<file path="src/rtl/button_conditioner_pkg.sv">
// Shared types and defaults for the button conditioner and its debounce channels.
package button_conditioner_pkg;

   typedef enum logic [1:0] {
      IDLE         = 2'd0,
      PRESS_WAIT   = 2'd1,
      PRESSED      = 2'd2,
      RELEASE_WAIT = 2'd3
   } debounce_state_t;

   // 10 ms debounce and 0.5 s auto-repeat at a 50 MHz clock.
   localparam int unsigned DEFAULT_DEBOUNCE_CYCLES = 500000;
   localparam int unsigned DEFAULT_REPEAT_CYCLES   = 25000000;

endpackage

</file>
<file path="src/rtl/button_conditioner_btn_debounce.sv">
// One button channel: 2-flop synchronizer, debounce FSM and stability counter.
// o_accept is the single-cycle strobe the top registers into its output pulse.
module btn_debounce
   import button_conditioner_pkg::*;
#(
   parameter int unsigned DEBOUNCE_CYCLES = DEFAULT_DEBOUNCE_CYCLES
) (
   input  logic            clk,
   input  logic            rst,
   input  logic            i_raw,
   output logic            o_accept,
   output logic            o_held,
   output debounce_state_t o_state
);

   localparam int unsigned CW = (DEBOUNCE_CYCLES > 2) ? $clog2(DEBOUNCE_CYCLES) : 1;
   localparam logic [CW-1:0] CNT_LAST = CW'(DEBOUNCE_CYCLES - 1);

   logic            r_s1;
   logic            r_s2;
   logic [CW-1:0]   r_cnt;
   logic            r_held;
   debounce_state_t r_state;

   // The counter only runs while waiting and restarts on every transition,
   // so it tops out at CNT_LAST and can never wrap.
   always_ff @(posedge clk) begin
      if (rst) begin
         r_s1    <= 1'b0;
         r_s2    <= 1'b0;
         r_cnt   <= '0;
         r_held  <= 1'b0;
         r_state <= IDLE;
      end else begin
         r_s1 <= i_raw;
         r_s2 <= r_s1;
         case (r_state)
            IDLE: begin
               if (r_s2) begin
                  r_state <= PRESS_WAIT;
                  r_cnt   <= '0;
               end
            end
            PRESS_WAIT: begin
               if (!r_s2) begin
                  r_state <= IDLE;
                  r_cnt   <= '0;
               end else if (r_cnt == CNT_LAST) begin
                  r_state <= PRESSED;
                  r_cnt   <= '0;
                  r_held  <= 1'b1;
               end else begin
                  r_cnt <= r_cnt + CW'(1);
               end
            end
            PRESSED: begin
               if (!r_s2) begin
                  r_state <= RELEASE_WAIT;
                  r_cnt   <= '0;
               end
            end
            RELEASE_WAIT: begin
               if (r_s2) begin
                  r_state <= PRESSED;
                  r_cnt   <= '0;
               end else if (r_cnt == CNT_LAST) begin
                  r_state <= IDLE;
                  r_cnt   <= '0;
                  r_held  <= 1'b0;
               end else begin
                  r_cnt <= r_cnt + CW'(1);
               end
            end
            default: begin
               r_state <= IDLE;
               r_cnt   <= '0;
               r_held  <= 1'b0;
            end
         endcase
      end
   end

   assign o_accept = (r_state == PRESS_WAIT) && r_s2 && (r_cnt == CNT_LAST);
   assign o_held   = r_held;
   assign o_state  = r_state;

endmodule

</file>
<file path="src/rtl/button_conditioner.sv">
// Play/stop button front end: two debounce channels, stop-priority arbitration
// and registered one-cycle pulses. Define AUTO_REPEAT_EN for play auto-repeat.
module button_conditioner
   import button_conditioner_pkg::*;
#(
   parameter int unsigned DEBOUNCE_CYCLES = DEFAULT_DEBOUNCE_CYCLES,
   parameter int unsigned REPEAT_CYCLES   = DEFAULT_REPEAT_CYCLES
) (
   input  logic clk,
   input  logic rst,
   input  logic btn_play_raw,
   input  logic btn_stop_raw,
   output logic play,
   output logic stop,
   output logic play_held,
   output logic stop_held
);

   logic            w_playAccept;
   logic            w_stopAccept;
   logic            w_playReq;
   debounce_state_t w_playState;
   debounce_state_t w_stopState;
   logic            r_play;
   logic            r_stop;

   btn_debounce #(.DEBOUNCE_CYCLES(DEBOUNCE_CYCLES)) u_playDebounce (
      .clk      (clk),
      .rst      (rst),
      .i_raw    (btn_play_raw),
      .o_accept (w_playAccept),
      .o_held   (play_held),
      .o_state  (w_playState)
   );

   btn_debounce #(.DEBOUNCE_CYCLES(DEBOUNCE_CYCLES)) u_stopDebounce (
      .clk      (clk),
      .rst      (rst),
      .i_raw    (btn_stop_raw),
      .o_accept (w_stopAccept),
      .o_held   (stop_held),
      .o_state  (w_stopState)
   );

`ifdef AUTO_REPEAT_EN
   localparam int unsigned RW = (REPEAT_CYCLES > 2) ? $clog2(REPEAT_CYCLES) : 1;
   localparam logic [RW-1:0] REP_LAST = RW'(REPEAT_CYCLES - 1);

   logic [RW-1:0] r_repeatCnt;
   logic          w_repeatFire;
   logic          w_unusedStopState;

   assign w_repeatFire      = (w_playState == PRESSED) && (r_repeatCnt == REP_LAST);
   assign w_unusedStopState = ^w_stopState;

   // Counts cycles spent in PRESSED; any exit from PRESSED restarts the interval.
   always_ff @(posedge clk) begin
      if (rst || (w_playState != PRESSED) || w_repeatFire) begin
         r_repeatCnt <= '0;
      end else begin
         r_repeatCnt <= r_repeatCnt + RW'(1);
      end
   end

   assign w_playReq = w_playAccept | w_repeatFire;
`else
   logic w_unusedRepeat;

   assign w_unusedRepeat = (REPEAT_CYCLES >= 2) ^ (^w_playState) ^ (^w_stopState);
   assign w_playReq      = w_playAccept;
`endif

   // Stop wins a same-cycle collision; the losing play pulse is dropped.
   always_ff @(posedge clk) begin
      if (rst) begin
         r_play <= 1'b0;
         r_stop <= 1'b0;
      end else begin
         r_stop <= w_stopAccept;
         r_play <= w_playReq & ~w_stopAccept;
      end
   end

   assign play = r_play;
   assign stop = r_stop;

endmodule

</file>
<file path="config.mk">
export PLATFORM = sky130hd
export DESIGN_NAME = button_conditioner
export DESIGN_NICKNAME = d
export VERILOG_FILES = /design/src/rtl/button_conditioner_pkg.sv /design/src/rtl/button_conditioner_btn_debounce.sv /design/src/rtl/button_conditioner.sv
export SDC_FILE = /design/constraint.sdc
export NUM_CORES = 1
export LEC_CHECK = 0
export BUFFER_PORTS_ARGS = -buffer_cell sky130_fd_sc_hd__buf_4
export CORE_ASPECT_RATIO = 0.8
export CORE_UTILIZATION = 55
export CTS_CLUSTER_SIZE = 14
export DETAILED_ROUTE_END_ITERATION = 10
export GPL_ROUTABILITY_DRIVEN = 0
export PLACE_DENSITY = 0.72
export SETUP_SLACK_MARGIN = 0.5
export SYNTH_ARGS = -nofsm -noshare
export SYNTH_HDL_FRONTEND = slang
export SYNTH_SLANG_ARGS = --single-unit
</file>
<file path="constraint.sdc">
create_clock -name clk -period 2 [get_ports clk]
set_input_delay 0 -clock clk [delete_from_list [all_inputs] [get_ports clk]]
set_output_delay 0 -clock clk [all_outputs]
set_load 0.02 [all_outputs]
</file>
## Word-level counts from Yosys, hierarchy flattened

Cells that the tools add are included.

| word-level totals | value |
|---|---|
| bits of input ports | 4 |
| register bits after elaboration | 50 |
| output and inout port bits | 4 |

| operators by class | value |
|---|---|
| bitwise operators | 2 |
| mux-type cells | 36 |
| reduce and logical (&&, ||, !) cells | 14 |
| $add $sub $neg | 2 |
| equal/unequal tests | 24 |

Operator list:

| cell | count |
|---|---|
| 2-to-1 mux 19 bit | 10 |
| one-hot mux 19 bit (4 select lines) | 2 |
| adder 19 x 1 -> 19 bit (second input constant) | 2 |
| equality test 19 bit (second input constant) | 2 |
| 2-to-1 mux 2 bit | 12 |
| inequality test 2 x 1 -> 1 bit (second input constant) | 8 |
| one-hot mux 2 bit (4 select lines) | 2 |
| AND reduction 5 bit | 2 |
| equality test 2 bit (second input constant) | 4 |
| 2-to-1 mux 1 bit | 8 |
| inequality test 2 bit (second input constant) | 4 |
| AND reduction 4 bit | 2 |
| inequality test 3 x 1 -> 1 bit (second input constant) | 2 |
| inequality test 3 bit (second input constant) | 2 |
| equality test 2 x 1 -> 1 bit (second input constant) | 2 |
| logical AND 1 bit | 4 |
| logical NOT 2 bit | 2 |
| one-hot mux 1 bit (2 select lines) | 2 |
| AND reduction 2 bit | 2 |
| nonzero test 2 bit | 2 |
| bitwise AND 1 bit | 1 |
| NOT 1 bit | 1 |

## Longest topological paths before layout

Gate-level depths: netlist (run 1).

| depth | value |
|---|---|
| depth after elaboration | 5 |
| depth in mapped cells | 8 |
| depth with buffers taken out | 6 |

## By module

A second synthesis (run 1) with hierarchy kept.

| unflattened totals | value |
|---|---|
| cell total of the unflattened synthesis | 292 |
| area, all modules | 2547.4 µm² |

Modules (own cells, without submodules):

| module | times used | sequential area each (µm²) | area an instance (µm²) | cells each |
|---|---|---|---|---|
| btn_debounce (u_stopDebounce) | 1 | 480.5 | 1293.7 | 149 |
| btn_debounce (u_playDebounce) | 1 | 480.5 | 1194.9 | 139 |
| button_conditioner | 1 | 40.0 | 58.8 | 4 |

## Least setup slack after synthesis (run 1)

No wires, ideal clock.

| timing path | value |
|---|---|
| kind | flip-flop to flip-flop |
| start | reg u_playDebounce.r_cnt[5] |
| end | reg u_playDebounce.r_cnt[13] |
| cell stages (with the launch flop) | 8 |
| setup slack | 206 ps |
| path buffers | 3 |
| period minus slack after synthesis | 1794 ps |
| data arrival time | 1677 ps |
| cell sequence | dfxtp_1 > buf_6 > or4b_4 > nor3_4 > a211oi_2 > buf_6 > buf_6 > a22o_1 |

| on the way | value |
|---|---|
| cells in the longest elaborated chain, start to end | 4 |

Ends and longest elaborated chain:

| element | line | RTL |
|---|---|---|
| from (decl) | button_conditioner_btn_debounce.sv:21 | `logic [CW-1:0] r_cnt;` |
| from (signal assigned) | button_conditioner_btn_debounce.sv:53 | `r_cnt <= r_cnt + CW'(1);` |
| from (signal assigned) | button_conditioner_btn_debounce.sv:71 | `r_cnt <= r_cnt + CW'(1);` |
| adder 19 x 1 -> 19 bit / equality test 19 bit (equally long branches) | - |  |
| 2-to-1 mux 19 bit * | button_conditioner_btn_debounce.sv:48, button_conditioner_btn_debounce.sv:66 |  |
| 2-to-1 mux 19 bit (on tied branches) | button_conditioner_btn_debounce.sv:63, button_conditioner_btn_debounce.sv:45 |  |
| one-hot mux 19 bit (4 select lines) * | button_conditioner_btn_debounce.sv:37 | `case (r_state)` |

Every way passes the cells marked *; elsewhere a longest branch is shown, timed or not.
A chain may end at the register's enable or synchronous reset.

## Worst setup path after layout (run 1)

| timing path | value |
|---|---|
| start | reg u_playDebounce.r_cnt[7] |
| end | reg u_playDebounce.r_cnt[2] |

| on the way | value |
|---|---|
| cells in the longest elaborated chain, start to end | 4 |

Ends and longest elaborated chain:

| element | line |
|---|---|
| equality test 19 bit * | button_conditioner_btn_debounce.sv:48, button_conditioner_btn_debounce.sv:66 |
| 2-to-1 mux 19 bit * | button_conditioner_btn_debounce.sv:48, button_conditioner_btn_debounce.sv:66 |
| 2-to-1 mux 19 bit (on tied branches) | button_conditioner_btn_debounce.sv:63, button_conditioner_btn_debounce.sv:45 |
| one-hot mux 19 bit (4 select lines) * | button_conditioner_btn_debounce.sv:37 |

Marks and branches as above.

==> results of run 1 <==
-- metal layers --
layer | part of all wire | global-route usage | wire length [um] | vias up
met4 | 0.036 | 0.08255 | 301 | 0
met3 | 0.086 | 0.07206 | 727 | 48
met1 | 0.41 | 0.4113 | 3474 | 1390
met5 | 0 | 0 | 0 | -
met2 | 0.47 | 0.4635 | 3949 | 200
li1 | - | - | - | 1253
-- cell usage in the layout, fill, tap and decap left out, drive strengths merged, types with 6 or more instances in the layout --
cell type / n
dfxtp: 50
buf: 64
a21oi: 15
clkbuf: 6
nand4: 10
nand2: 40
o21ai: 13
nor2: 24
and3: 10
a31oi: 14
nand3: 26
nor3: 8
-- repair_timing --
action | CTS | global route
pin swaps | 18 | 29
resized for setup | 52 | 55
setup endpoints to repair | 42 | 42
hold buffers | 2 | 0
gates cloned | 2 | 2
hold endpoints to repair | 2 | 0
setup buffers | 15 | 11
-- sequential cells by signal (all words and copies together) (netlist names), named ones only --
name,count
u_playDebounce.r_cnt,19
u_stopDebounce.r_cnt,19
play,1
stop,1
u_playDebounce.o_held,1
u_playDebounce.o_state,1
u_playDebounce.r_s1,1
u_playDebounce.r_s2,1
u_stopDebounce.o_held,1
u_stopDebounce.o_state,1
u_stopDebounce.r_s1,1
u_stopDebounce.r_s2,1
-- power by group --
part	switching, W	total [W]	internal (W)
Sequential	0.0000148	0.00101	0.000999
Clock	0.000354	0.000728	0.000374
Combinational	0.0000815	0.000136	0.0000545
Total	0.000451	0.00188	0.00143
-- synthesized netlist by cell type (all sizes together), types with 6 or more instances --
cell	count	area, um^2
nor3	8	62.56
nand4	10	62.56
o21ai	13	65.06
nor2	24	90.09
a31oi	14	87.58
a21oi	14	70.07
and3	10	62.56
buf	6	47.54
nand3	26	130.1
dfxtp	50	1001
nand2	40	152.6
-- tightest hold or removal path: stages --
cell	delay, ps
buf_4	170
a211oi_2	110
nand2_1	70
a31oi_1	60
-- through the flow --
step | total power [W] | instances | util | hold WS, ps | setup TNS [ps]
2_1_floorplan | 0.001109 | 299 | - | 128.2 | 0
3_3_place_gp | 0.001149 | 383 | 0.6658 | 218.0 | -271.4
3_5_place_dp | 0.001152 | 383 | 0.6658 | 236.1 | -1080
4_1_cts | 0.001858 | 410 | 0.7713 | 103.8 | 0
5_1_grt | 0.001936 | 423 | 0.8477 | 129.9 | 0
6_report | 0.001878 | 423 | 0.8477 | 132.9 | 0
-- kinds of logic (layout without fill, tap and decap cells) --
logic type      Yosys count  count (layout)  share of synthesized area
fa+ha+maj                 2               2                    0.01006
flops                    50              50                     0.4026
simple gates            151             151                     0.3266
mux                       5               5                    0.02013
compound gates           67              71                     0.1751
buf+inv                  16              79                    0.03422
xor+xnor                  8               8                    0.03121
-- layout make-up --
| class | count | area, um^2 | share of cell area |
|---|---|---|---|
| repair buffers | 66 | 519.2 | 0.1439 |
| flip-flops and latches | 50 | 1054 | 0.2920 |
| multi-input cells | 237 | 1836 | 0.5087 |
| inverters | 5 | 18.77 | 0.005201 |
| clock inverters | 2 | 37.54 | 0.01040 |
| clock buffers | 6 | 72.57 | 0.02011 |
| well taps | 57 | 71.32 | 0.01976 |
-- final timing paths --
path | startpoint | endpoint | slack (ps) | depth (start not counted)
setup / recovery | u_playDebounce.r_cnt[7] | u_playDebounce.r_cnt[2] | 190 | 6
hold reg to reg | u_playDebounce.r_s1 | u_playDebounce.r_s2 | 450 | 1
hold / removal | rst | u_playDebounce.r_cnt[18] | 130 | 4
setup reg to reg | u_playDebounce.r_cnt[7] | u_playDebounce.r_cnt[2] | 190 | 6
==> flow_summary.json, run 1 <==
{
  "status": "finished clean",
  "ys.flop_type": "dfxtp_1",
  "yosys_warnings": 0,
  "diodes": 0,
  "die_height_um": 62.14,
  "cts.htree.levels": 2,
  "die_width_um": 77.17,
  "via_per_inst": 6.835,
  "n_fill_cell": 243,
  "grt_setup_unrepaired": "yes",
  "crit_chain": "or4b_4 > nor3_4 > buf_4 > a211oi_2 > a21oi_1 > a31oi_1",
  "cts_sinks": 50,
  "cts_buffer_depth": 2,
  "drive_gt1_frac": 0.4399,
  "worstPathRequired_ps": 2180,
  "ir_drop_uv": 460.5,
  "fin_crit_ps": 1811,
  "cts_buffers": 5,
  "portBuffers": 7,
  "placed_area_um2": 2834,
  "clock_tree.root_cell": "clkbuf_8",
  "dp_hpwl_mm": 4.157,
  "max_cap_violations": 0,
  "synth_seq_cells": 50,
  "cp_max_fo": 5,
  "avgSynthCellArea_um2": 8.315,
  "synth_nets": 305,
  "end_kind": "register",
  "rows": 21,
  "cts_tree": "yes",
  "cp-start-kind": "register",
  "clk_pin_slew_worst_paths_ps": 100,
  "start_util": 0.5841,
  "leakage_nw": 1.327,
  "crit_type": "register to register",
  "overflow": 0,
  "fin_nets": 371,
  "ant_nets": 0,
  "worstMarginPinSlew_ps": 628.5,
  "place_ws_ps": -163.4,
  "syn_area_um2": 2486,
  "worst_path_max_delay_cell": "or4b_4",
  "drc": 0,
  "fmaxAchievable_ghz": 0.5522,
  "grt_pass1_vias": 2447,
  "max_stage_delay_ps": 570,
  "area_growth_pct": 45.14,
  "seq_area_frac_synth": 0.4026,
  "clkLatencyLatePin_ps": 310,
  "finClkSkew_ps": 8.561,
  "syn_inst": 299,
  "path_buf_inv": 1,
  "grt_max_degree": 25,
  "num_vias": 2891,
  "track_usage": 0.2981,
  "period_share": 0.9056,
  "hold_viol": 0,
  "antenna_found_initial": 0,
  "wire_per_inst_um": 19.98,
  "drt_iter0_markers": 348,
  "design_area_um2": 3608,
  "slew_headroom": 0.5778,
  "crit_arrival_ps": 1990,
  "pin_count": 8,
  "finalSetupViolCount": 0,
  "async_reset_ff_frac": 0,
  "grt_pass1_wl_mm": 11.39,
  "routed_wl_mm": 8.452,
  "dr.pass1.iters": 5,
  "worst_slack_ps": 188.9,
  "synth_edf_count": 0,
  "p_per_area_nw_per_um2": 520.5,
  "crit_family": "simple AND/OR/NAND/NOR gates",
  "die-area_um2": 4795,
  "core_um2": 4257,
  "hp-class": "primary input to register",
  "yosysUniqueCellTypes": 51,
  "drv_slew": 0
}
No activity file was read; power rests on OpenSTA's default activity.
==> run 2, diff against run 1 <==
--- a/config.mk
+++ b/config.mk
@@ -5,6 +5,7 @@
 export SDC_FILE = /design/constraint.sdc
 export NUM_CORES = 1
 export LEC_CHECK = 0
+export ABC_AREA = 1
 export BUFFER_PORTS_ARGS = -buffer_cell sky130_fd_sc_hd__buf_4
 export CORE_ASPECT_RATIO = 0.8
 export CORE_UTILIZATION = 55
==> run 2 against run 1 <==
Effect of this change:
- combinational power down 41%
- clock power down 16%
- via count down 7.2%
- setup slack better by 280 ps
- count of clock-buffer cells in the layout up 1
- non-clock buffer count down 37
- global-route usage down 2.8 points
- die area up 12%
- largest power group unchanged
- highest routed layer unchanged
==> flow_summary.json, run 2 <==
{
  "seq_area_um2": 1030,
  "grt_pass1_wl_mm": 11.16,
  "synth_edf_count": 0,
  "synth_area_leaders": "dfxtp_1, nand2_1, inv_1",
  "slew_headroom": 0.6415,
  "ir_drop_uv": 538.8,
  "portBuffers": 7,
  "cts_sinks": 50,
  "final_cell_mix": "nand2_1, inv_1, dfxtp_1",
  "finalSetupViolCount": 0,
  "end_kind": "register",
  "cp_max_fo": 5,
  "status": "finished clean",
  "max_cap_violations": 0,
  "wire_per_inst_um": 13.60,
  "async_reset_ff_frac": 0,
  "cts_tree": "yes",
  "core_um2": 4735,
  "worstMarginPinSlew_ps": 537.1,
  "synth_most_common_cell": "nand2_1",
  "r2r_slack_ps": 470,
  "clock_tree.root_cell": "clkbuf_8",
  "synth_nets": 414,
  "yosys.area.top_type": "dfxtp_1",
  "period_share": 0.7672,
  "ys.flop_type": "dfxtp_1",
  "avgSynthCellArea_um2": 6.863,
  "clkLatencyLatePin_ps": 300,
  "multiInputGateArea_um2": 1739,
  "drc": 0,
  "dr.pass1.iters": 6,
  "clk_pin_slew_worst_paths_ps": 90,
  "fmaxAchievable_ghz": 0.6517,
  "hold_viol": 0,
  "cts_buffers": 5,
  "die_width_um": 81.78,
  "pin_count": 8,
  "num_vias": 2684,
  "cts.htree.levels": 2,
  "diodes": 0,
  "antenna_found_initial": 0,
  "syn_area_um2": 2800,
  "yosys_warnings": 0,
  "crit_type": "register to register",
  "start_util": 0.5914,
  "fin_nets": 442,
  "syn_inst": 408,
  "hp-class": "primary input to register",
  "cp-start-kind": "register",
  "track_usage": 0.2697,
  "finClkSkew_ps": 8.240,
  "synth.top_cell.area_share": 0.3575,
  "leakage_nw": 1.363,
  "fin_crit_ps": 1534,
  "die_height_um": 65.82,
  "ant_nets": 0,
  "synth_common_cells": "nand2_1, dfxtp_1, inv_1",
  "yosysUniqueCellTypes": 38,
  "setup_tns_ps": 0,
  "routed_wl_mm": 6.761,
  "cts_buffer_depth": 2,
  "grt_max_degree": 36,
  "n_fill_cell": 398,
  "worstPathRequired_ps": 2210,
  "drt_iter0_markers": 236,
  "die-area_um2": 5382,
  "area_growth_pct": 19.88,
  "largestRegisters": "u_playDebounce.r_cnt x19, u_stopDebounce.r_cnt x19",
  "drive_gt1_frac": 0.2723,
  "dp_hpwl_mm": 4.497,
  "crit_arrival_ps": 1740,
  "grt_setup_unrepaired": "yes",
  "p_per_area_nw_per_um2": 505.2,
  "seq_area_frac_synth": 0.3575,
  "mostFrequentLayoutCell": "nand2_1",
  "via_per_inst": 5.400,
  "grt_pass1_vias": 2395,
  "synth_seq_cells": 50,
  "overflow": 0,
  "rows": 22,
  "final_core_util": 0.7090,
  "drv_slew": 0
}
## run 2: power by group
group / switching, W / internal (W)
Sequential: 0.00000676 / 0.000996
Combinational: 0.0000536 / 0.0000269
Clock: 0.000333 / 0.000280
## run 2: worst paths after layout
check,from,end,depth (start not counted)
max,u_playDebounce.r_cnt[0],u_playDebounce.r_cnt[14],8
min,rst,u_playDebounce.r_s2,2
max reg2reg,u_playDebounce.r_cnt[0],u_playDebounce.r_cnt[14],8
min reg2reg,u_stopDebounce.r_s1,u_stopDebounce.r_s2,2
## run 2: cell families after synthesis
kind of cell | after synthesis | share of synthesized area
flip-flops | 50 | 0.3575
adder cells (fa/ha/maj) | 2 | 0.008935
AO/OA/AOI/OAI | 63 | 0.1376
buffers and inverters | 58 | 0.08713
AND/OR/NAND/NOR | 227 | 0.3838
XOR/XNOR | 8 | 0.02502
## run 2: worst max-delay path: stages (launching register included)
cell	delay, ps
dfxtp_4	370
ha_4	150
nand2_4	60
nor2_4	140
nand4_1	220
buf_4	210
nor3_4	120
o21a_1	140
nor2_1	30
## run 2: final cells by class
type | instances | area share
multi-input combinational | 301 | 0.5181
sequential | 50 | 0.3067
timing repair buffer | 29 | 0.06970
inverter | 49 | 0.05591
clock buffer | 7 | 0.02572
tap | 60 | 0.02236
clock inverter | 1 | 0.001491
## run 2: through the flow
stage | worst slack, ps | total power, W | std cells | hold WS (ps) | cell area (um^2)
after floorplan | 541.4 | 0.001076 | 408 | 107.0 | 2800
after global placement | 379.8 | 0.001103 | 470 | 206.3 | 2902
after detailed placement | 361.0 | 0.001103 | 470 | 211.0 | 2902
after CTS | 491.8 | 0.001712 | 484 | 106.1 | 3109
after global routing | 354.3 | 0.001764 | 497 | 115.2 | 3357
final | 465.5 | 0.001696 | 497 | 104.1 | 3357
## run 2: layer usage
layer | part of all wire | vias to the layer above | GRT usage
met5 | 0 | - | 0
met4 | 0.0083 | 0 | 0.07237
met3 | 0.074 | 9 | 0.06345
met2 | 0.40 | 95 | 0.3688
met1 | 0.51 | 1223 | 0.4130
li1 | - | 1357 | -
## run 2: timing repair
item,CTS,global route
gates cloned,1,0
endpoints found under the hold margin,2,0
setup buffers,3,13
resized for setup,16,48
hold buffers,2,0
endpoints found under the setup margin,36,34
pin swaps,10,20
==> run 3, diff against run 2 <==
==> constraint.sdc (replaced) <==
create_clock -name clk -period 1.6 [get_ports clk]
set_input_delay 0 -clock clk [delete_from_list [all_inputs] [get_ports clk]]
set_output_delay 0 -clock clk [all_outputs]
set_load 0.02 [all_outputs]
==> run 3 against run 2 <==
Effect of this change:
- flip-flop and latch count unchanged
- sequential share of layout area fell by 3.7 points
- worst hold slack better by 130 ps
- critical path depth increased by 3
- maximum frequency down 3.1%
- clock skew decreased by 3.8 ps
- clock power grew 35%
- critical endpoint is now u_playDebounce.r_cnt[10]
- largest cell class unchanged
==> flow_summary.json, run 3 (synthesis results as in run 2) <==
{
  "dp.cells": 473,
  "die-area_um2": 5382,
  "grt_setup_unrepaired": "yes",
  "core_um2": 4735,
  "dr.pass1.iters": 5,
  "drv_slew": 0,
  "finClkSkew_ps": 4.423,
  "crit_arrival_ps": 1830,
  "sequentialPowerShare": 0.561,
  "start_util": 0.5914,
  "antenna_found_initial": 0,
  "cts_buffer_depth": 2,
  "largestRegisters": "u_playDebounce.r_cnt x19, u_stopDebounce.r_cnt x19",
  "rr_worst_depth": 11,
  "p_sw_frac": 0.2352,
  "ir_drop_uv": 478.3,
  "fmaxAchievable_ghz": 0.6316,
  "portBuffers": 7,
  "p_per_area_nw_per_um2": 577.9,
  "dp_hpwl_mm": 4.282,
  "power.internal_w": 0.001710,
  "hp-class": "primary input to register",
  "wire_per_inst_um": 15.58,
  "cts_buffers": 5,
  "r2r_slack_ps": 20,
  "leakage_nw": 1.532,
  "diodes": 0,
  "stdcell_count": 515,
  "grt_max_degree": 35,
  "die_height_um": 65.82,
  "cts.htree.levels": 2,
  "power_w": 0.002236,
  "hold_viol": 0,
  "clkLatencyLatePin_ps": 310,
  "num_vias": 2975,
  "drive_gt1_frac": 0.4242,
  "cp_max_fo": 4,
  "worstPathRequired_ps": 1840,
  "rows": 22,
  "mostFrequentLayoutCell": "nand2_1",
  "fin_crit_ps": 1583,
  "clock_tree.root_cell": "clkbuf_8",
  "worst_slack_ps": 16.61,
  "drt_iter0_markers": 275,
  "fin_nets": 460,
  "end_kind": "register",
  "p_sw_w": 0.0005259,
  "drc": 0,
  "max_cap_violations": 0,
  "area_growth_pct": 38.16,
  "final_cell_mix": "nand2_1, inv_1, buf_4",
  "ant_nets": 0,
  "pin_count": 8,
  "place_ws_ps": 92.93,
  "pwr-share-clk": 0.370,
  "crit_type": "register to register",
  "period_share": 0.9896,
  "grt_pass1_wl_mm": 11.52,
  "status": "finished clean",
  "cts_tree": "yes",
  "via_per_inst": 5.777,
  "cp-start-kind": "register",
  "clk_pin_slew_worst_paths_ps": 90,
  "worstMarginPinSlew_ps": 527.2,
  "n_fill_cell": 312,
  "slew_headroom": 0.6482,
  "track_usage": 0.2827,
  "grt_pass1_vias": 2495,
  "comb_power_share": 0.069,
  "finalSetupViolCount": 0,
  "die_width_um": 81.78,
  "routed_wl_mm": 8.024,
  "overflow": 0,
  "cts_sinks": 50,
  "whs_path_depth": 4
}
## run 3: power by group through the flow
| stage | Combinational [W] | Sequential (W) | Clock, W |
|---|---|---|---|
| 2_1_floorplan | 0.0000639 | 0.00129 | 0 |
| 3_3_place_gp | 0.0000879 | 0.00129 | 0 |
| 3_5_place_dp | 0.0000880 | 0.00129 | 0 |
| 4_1_cts | 0.000136 | 0.00125 | 0.000839 |
| 5_1_grt | 0.000164 | 0.00126 | 0.000898 |
| 6_report | 0.000155 | 0.00125 | 0.000827 |
## run 3: stage by stage
step,hold WS (ps),TNS [ps],instance area [um^2],utilization
floorplan,107.0,0,2897,-
global route,257.2,-181.9,3869,0.8171
CTS,222.2,0,3507,0.7408
finish,230.8,0,3869,0.8171
detailed placement,209.4,0,3012,0.6361
global placement,200.2,0,3012,0.6361
## run 3: per-layer routing
layer | global-route usage | share of wire | vias to the layer above | wire, um
met5 | 0 | 0 | - | 0
met4 | 0.09211 | 0.022 | 0 | 179
met3 | 0.05241 | 0.071 | 25 | 566
met2 | 0.4308 | 0.47 | 141 | 3736
met1 | 0.3988 | 0.44 | 1416 | 3541
li1 | - | - | 1393 | -
## run 3: what timing repair did
action,in CTS,in global routing
hold buffers,2,0
resized for setup,62,63
gates cloned,2,1
hold endpoints to repair,2,0
pin swaps,15,29
buffers inserted,17,12
setup endpoints to repair,46,46
## run 3: worst paths after layout
| path | startpoint | end |
|---|---|---|
| worst max-delay path | u_playDebounce.r_cnt[0] | u_playDebounce.r_cnt[10] |
| worst min-delay path | rst | u_stopDebounce.r_cnt[18] |
| worst max register to register | u_playDebounce.r_cnt[0] | u_playDebounce.r_cnt[10] |
| worst min register to register | u_playDebounce.r_s1 | u_playDebounce.r_s2 |
## run 3: worst max-delay path: stages, from the launching register on
cell and delay (ps):
dfxtp_4 370, ha_4 140, nand2_4 60, nor2_4 180
buf_4 150, buf_4 100, inv_2 40, nor2_4 130
nand2_1 80, nand2_1 90, nand3_2 80, a21oi_2 100
## run 3: final cells by class
class                           count  area (um^2)  area share
Multi-Input combinational cell    300         1972      0.5097
Sequential cell                    50         1045      0.2701
Timing Repair Buffer               47        457.9      0.1184
Inverter                           49        197.7     0.05110
Clock buffer                        7        96.34     0.02490
Tap cell                           60        75.07     0.01940
Timing Repair inverter              1        16.27    0.004204
Clock inverter                      1        8.758    0.002264
